[config.mk]
export PLATFORM = sky130hd
export DESIGN_NAME = dmem_arbiter
export DESIGN_NICKNAME = d
export VERILOG_FILES = /design/src/rtl/dmem_arbiter.sv
export SDC_FILE = /design/constraint.sdc
export NUM_CORES = 1
export LEC_CHECK = 0
export ABC_AREA = 1
export CORE_AREA = 4 4 120 122
export DETAILED_ROUTE_END_ITERATION = 8
export DIE_AREA = 0 0 124 126
export DONT_BUFFER_PORTS = 1
export GPL_TIMING_DRIVEN = 0
export PLACE_DENSITY_LB_ADDON = 0.2
export SYNTH_ARGS = -nofsm -noshare
export SYNTH_HDL_FRONTEND = slang
export SYNTH_SLANG_ARGS = --single-unit
[constraint.sdc]
create_clock -name clk -period 3 [get_ports clk]
set_clock_uncertainty 0.15 [all_clocks]
set_input_delay 0.15 -clock clk [delete_from_list [all_inputs] [get_ports clk]]
set_output_delay 0.15 -clock clk [all_outputs]
set_load 0.05 [all_outputs]
[src/rtl/dmem_arbiter.sv]
// dmem_arbiter: round-robin two-port front end for the dmemory data memory.
// Grants one port at a time, drives the memory for one ISSUE cycle, then
// returns sign/zero-extended load data with a one-cycle rvalid pulse.
//
// Handshake: a port raises pN_req with its fields stable and holds them until
// it sees pN_ack (a one-cycle pulse in the ISSUE cycle); it must then drop req
// before the following edge unless it has a new access ready. The result comes
// back two cycles after ack as a one-cycle pN_rvalid with pN_rdata/pN_err.
module dmem_arbiter #(
  parameter logic RESET_LAST = 1'b1
) (
  input  logic        clk,
  input  logic        rst_n,
  input  logic        p0_req,
  input  logic        p0_we,
  input  logic [2:0]  p0_func3,
  input  logic [31:0] p0_addr,
  input  logic [31:0] p0_wdata,
  output logic        p0_ack,
  output logic        p0_rvalid,
  output logic [31:0] p0_rdata,
  output logic        p0_err,
  input  logic        p1_req,
  input  logic        p1_we,
  input  logic [2:0]  p1_func3,
  input  logic [31:0] p1_addr,
  input  logic [31:0] p1_wdata,
  output logic        p1_ack,
  output logic        p1_rvalid,
  output logic [31:0] p1_rdata,
  output logic        p1_err,
  output logic [31:0] mem_addr,
  output logic [31:0] mem_wdata,
  output logic [2:0]  mem_func3,
  output logic        mem_dmwen,
  input  logic [31:0] mem_rdata,
  output logic [1:0]  dbg_state
);

  typedef enum logic [1:0] {IDLE = 2'd0, ISSUE = 2'd1, WAIT = 2'd2} state_e;

  state_e      state_q, state_d;
  logic        last_q, last_d;
  logic        owner_q, owner_d;
  logic        own_we_q, own_we_d;
  logic [2:0]  own_f3_q, own_f3_d;
  logic        own_err_q, own_err_d;
  logic [31:0] mem_addr_q, mem_addr_d;
  logic [31:0] mem_wdata_q, mem_wdata_d;
  logic [2:0]  mem_func3_q, mem_func3_d;
  logic        mem_dmwen_q, mem_dmwen_d;
  logic        p0_ack_q, p0_ack_d, p1_ack_q, p1_ack_d;
  logic        p0_rvalid_q, p0_rvalid_d, p1_rvalid_q, p1_rvalid_d;
  logic [31:0] p0_rdata_q, p0_rdata_d, p1_rdata_q, p1_rdata_d;
  logic        p0_err_q, p0_err_d, p1_err_q, p1_err_d;

  logic        grant;
  logic        grant_sel;
  logic        sel_we;
  logic [2:0]  sel_f3;
  logic [31:0] sel_addr, sel_wdata;
  logic        sel_illegal;
  logic [31:0] load_ext;
  logic [31:0] resp;

  // Pick the winner (sole requester, else the port not granted last) and mux its fields.
  always_comb begin
    grant_sel   = (p0_req && p1_req) ? ~last_q : p1_req;
    sel_we      = grant_sel ? p1_we    : p0_we;
    sel_f3      = grant_sel ? p1_func3 : p0_func3;
    sel_addr    = grant_sel ? p1_addr  : p0_addr;
    sel_wdata   = grant_sel ? p1_wdata : p0_wdata;
    sel_illegal = (sel_f3 == 3'b011) || (sel_f3[2:1] == 2'b11);
  end

  // Extend the memory word according to the owner's width; func3[2] selects zero-extension.
  always_comb begin
    case (own_f3_q[1:0])
      2'b00:   load_ext = {{24{mem_rdata[7]  & ~own_f3_q[2]}}, mem_rdata[7:0]};
      2'b01:   load_ext = {{16{mem_rdata[15] & ~own_f3_q[2]}}, mem_rdata[15:0]};
      default: load_ext = mem_rdata;
    endcase
    resp = (own_err_q || own_we_q) ? 32'd0 : load_ext;
  end

  // Next state, grant bookkeeping and registered-output values.
  always_comb begin
    state_d     = state_q;
    last_d      = last_q;
    owner_d     = owner_q;
    own_we_d    = own_we_q;
    own_f3_d    = own_f3_q;
    own_err_d   = own_err_q;
    mem_addr_d  = mem_addr_q;
    mem_wdata_d = mem_wdata_q;
    mem_func3_d = mem_func3_q;
    mem_dmwen_d = 1'b0;
    p0_ack_d    = 1'b0;
    p1_ack_d    = 1'b0;
    p0_rvalid_d = 1'b0;
    p1_rvalid_d = 1'b0;
    p0_rdata_d  = p0_rdata_q;
    p1_rdata_d  = p1_rdata_q;
    p0_err_d    = p0_err_q;
    p1_err_d    = p1_err_q;
    grant       = 1'b0;
    case (state_q)
      IDLE:  grant = p0_req | p1_req;
      ISSUE: state_d = WAIT;
      WAIT: begin
        if (owner_q) begin
          p1_rvalid_d = 1'b1;
          p1_rdata_d  = resp;
          p1_err_d    = own_err_q;
        end else begin
          p0_rvalid_d = 1'b1;
          p0_rdata_d  = resp;
          p0_err_d    = own_err_q;
        end
        grant   = p0_req | p1_req;
        state_d = IDLE;
      end
      default: state_d = IDLE;
    endcase
    if (grant) begin
      state_d     = ISSUE;
      last_d      = grant_sel;
      owner_d     = grant_sel;
      own_we_d    = sel_we;
      own_f3_d    = sel_f3;
      own_err_d   = sel_illegal;
      mem_addr_d  = sel_addr;
      mem_wdata_d = sel_wdata;
      mem_func3_d = sel_illegal ? 3'b010 : {1'b0, sel_f3[1:0]};
      mem_dmwen_d = sel_we & ~sel_illegal;
      p0_ack_d    = ~grant_sel;
      p1_ack_d    = grant_sel;
    end
  end

  // State and output registers; reset drops any in-flight access.
  always_ff @(posedge clk or negedge rst_n) begin
    if (!rst_n) begin
      state_q     <= IDLE;
      last_q      <= RESET_LAST;
      owner_q     <= 1'b0;
      own_we_q    <= 1'b0;
      own_f3_q    <= 3'b000;
      own_err_q   <= 1'b0;
      mem_addr_q  <= 32'd0;
      mem_wdata_q <= 32'd0;
      mem_func3_q <= 3'b000;
      mem_dmwen_q <= 1'b0;
      p0_ack_q    <= 1'b0;
      p1_ack_q    <= 1'b0;
      p0_rvalid_q <= 1'b0;
      p1_rvalid_q <= 1'b0;
      p0_rdata_q  <= 32'd0;
      p1_rdata_q  <= 32'd0;
      p0_err_q    <= 1'b0;
      p1_err_q    <= 1'b0;
    end else begin
      state_q     <= state_d;
      last_q      <= last_d;
      owner_q     <= owner_d;
      own_we_q    <= own_we_d;
      own_f3_q    <= own_f3_d;
      own_err_q   <= own_err_d;
      mem_addr_q  <= mem_addr_d;
      mem_wdata_q <= mem_wdata_d;
      mem_func3_q <= mem_func3_d;
      mem_dmwen_q <= mem_dmwen_d;
      p0_ack_q    <= p0_ack_d;
      p1_ack_q    <= p1_ack_d;
      p0_rvalid_q <= p0_rvalid_d;
      p1_rvalid_q <= p1_rvalid_d;
      p0_rdata_q  <= p0_rdata_d;
      p1_rdata_q  <= p1_rdata_d;
      p0_err_q    <= p0_err_d;
      p1_err_q    <= p1_err_d;
    end
  end

  assign p0_ack    = p0_ack_q;
  assign p1_ack    = p1_ack_q;
  assign p0_rvalid = p0_rvalid_q;
  assign p1_rvalid = p1_rvalid_q;
  assign p0_rdata  = p0_rdata_q;
  assign p1_rdata  = p1_rdata_q;
  assign p0_err    = p0_err_q;
  assign p1_err    = p1_err_q;
  assign mem_addr  = mem_addr_q;
  assign mem_wdata = mem_wdata_q;
  assign mem_func3 = mem_func3_q;
  assign mem_dmwen = mem_dmwen_q;
  assign dbg_state = state_q;

endmodule

==> metrics <==
Synth cell types 24; PortBufs 0; Final Critical Period 2.89 ns; outcome complete, but fails checks; vias in the first global route 6,431; DRT antenna net count 0; CTS Buf Count 17; CTS tree built; Sw Pwr 4.53 mW; Die Area 0.0156 mm²; antenna cells 0; post-cts resize count 0; Worst Hold Class primary input to async pin; Yosys reg bits 146; YS warnings 0; Mapped Cells 746; global-route wire length before repair 34.5 mm; Synth Net Count 918; P_int 4.66 mW; sequential share of the synthesized area 57.5%; DR WL/cell 19.7 µm; Post-route DRC 0; final hold viol count 146; Crit Path Max Fanout 3; clock power share 23.4%; Setup Buffers After CTS 0; initial antenna violation count 0; fin. max-slew vios 0; Flop pwr share 59.0%; max-cap check violation count 0; total number of vias 6,122; pin count of the biggest net entering global routing 147; RR Endpoint mem_dmwen; fraction of final layout cells sized beyond drive strength 1 10.7%; Worst-path clk slew 0.06 ns; I/O Pins 312; # nets final 1,111; core region area 0.0132 mm²; drt initial violations 389; height of the die 126 µm; reg-to-reg slack, setup 0.11 ns; Power Total 9.19 mW; non-filler cells, final 1,128; Final period util 96.4%; Total Routing Usage GR 28.6%; Net Sw Frac 49.2%; RSZ-0062 raised after global routing no; Overflow after GRT 0; most frequent cells in the layout nand2_1 (364), dlygate4sd3_1 (174), dfrtp_1 (145), nand3_1 (67), nand4_1 (32); CTS root buffer clkbuf_16; Final GP Congestion 0.922; Worst EP arrival 3.04 ns; Final Setup Violations 0; Hold-fix buffers, CTS 174; critical path endpoint category flop; syn avg cell area 8.51 µm²; sum of negative setup slack 0 ns; Leak 4.40 nW; Routed WL 22.2 mm; peak supply drop 0.456 mV; worst rel slew slack 48.1%; violated checks hold timing; placed cells 922; HPWL after detailed placement 14.7 mm; H-tree depth 4; worst slew pin tran 0.778 ns; Via density 5.43; f_max 0.346 GHz; worst r2r path cells 8; Layout area overhead 40.2%; Detailed Routing Iterations Pass 1 5; reg2reg start last_q; Comb pwr share 17.6%; row count 42; commonest non-fill, non-tap cell in the layout nand2_1; pwr dens 1030 mW/mm²; Startpoint Class flop; critical path class flop to flop; clock buffer depth 2; Die W 124 µm; clock latency at the later pin of the worst-skew pair 0.42 ns; Initial Utilization 48.2%; Cell Area, Synth 0.00635 mm²; final hold slack -0.726 ns; worst endpoint required time 3.15 ns; clk sinks 146
## power by group through the flow
| stage | combinational (mW) | clock (mW) | sequential (mW) |
|---|---|---|---|
| after global routing | 1.81 | 2.27 | 5.49 |
| final | 1.62 | 2.15 | 5.42 |
| after detailed placement | 1.18 | 0 | 5.44 |
| after CTS | 1.58 | 2.17 | 5.41 |
| after global placement | 1.12 | 0 | 5.43 |
| after floorplan | 0.929 | 0 | 5.22 |
## cell usage after synthesis (all sizes together)
cell	n	area share, %
a21oi	1	0.079
buf	38	4.2
clkbuf	7	0.41
conb	1	0.059
dfrtp	145	57
dfstp	1	0.41
inv	22	1.3
nand2	366	22
nand3	68	5.4
nand3b	2	0.24
nand4	32	3.2
nor2	14	0.91
nor3	2	0.51
o21ai	31	2.9
or2	16	1.6
## metrics by stage
step           setup slack [ns]  cell area [µm²]  utilization (%)
2_1_floorplan              1.22             6350                -
3_3_place_gp              0.941             6570             49.8
3_5_place_dp              0.896             6570             49.8
4_1_cts                   0.151             8910             67.5
5_1_grt                  0.0649             8910             67.5
6_report                  0.108             8910             67.5
## final cells by class
cell class                 instances  area, µm²
fill                             968       4280
sequential                       146       3650
multi-input combinational        533       2320
timing repair buffer             174       1740
clock buffer                      19        433
buffer                            45        292
tap                              176        220
clock inverter                    13        161
inverter                          22       85.1
## worst max-delay path, cell delays in order, from the launching register on
cell	delay, ns
dfstp_2	0.54
nand2_1	0.10
nand3b_1	0.09
dlygate4sd3_1	0.54
nand2_1	0.05
dlygate4sd3_1	0.58
nand2_1	0.10
a21oi_1	0.07
dlygate4sd3_1	0.55
## per-layer routing
metal | wire [µm] | global-route usage, % | part of all wire [%]
met1 | 8190 | 33.5 | 37
met2 | 11100 | 48.0 | 50
met3 | 2200 | 9.33 | 9.9
met4 | 772 | 11.9 | 3.5
met5 | 0 | 0 | 0
## logic make-up (layout without fill, tap and decap cells)
kind of cell	Yosys count	in the layout	share of synthesized area (%)
DFF	146	146	57.5
other	1	1	0.0590
and+or+nand+nor	500	500	33.5
buffers and inverters	67	273	5.93
AOI/OAI and AO/OA	32	32	2.94
## how the worst max path moves through the flow
stage	start	endpoint	cells after the start
2_1_floorplan	dbg_state[1]	p1_rdata[11]	6
3_3_place_gp	dbg_state[1]	p1_rdata[11]	6
3_5_place_dp	dbg_state[1]	p1_rdata[12]	6
4_1_cts	last_q	mem_dmwen	8
5_1_grt	last_q	mem_dmwen	8
6_report	last_q	mem_dmwen	8
## flip-flops by register name, summed over array words and instances (netlist names)
signal / count
p1_rdata: 32
owner_q: 1
p1_ack: 1
mem_addr: 32
p0_ack: 1
own_err_q: 1
own_f3_q: 3
mem_dmwen: 1
last_q: 1
mem_wdata: 32
p1_err: 1
own_we_q: 1
p1_rvalid: 1
p0_err: 1
p0_rdata: 32
dbg_state: 2
p0_rvalid: 1
mem_func3: 2
Power figures use the tool's default switching activity.
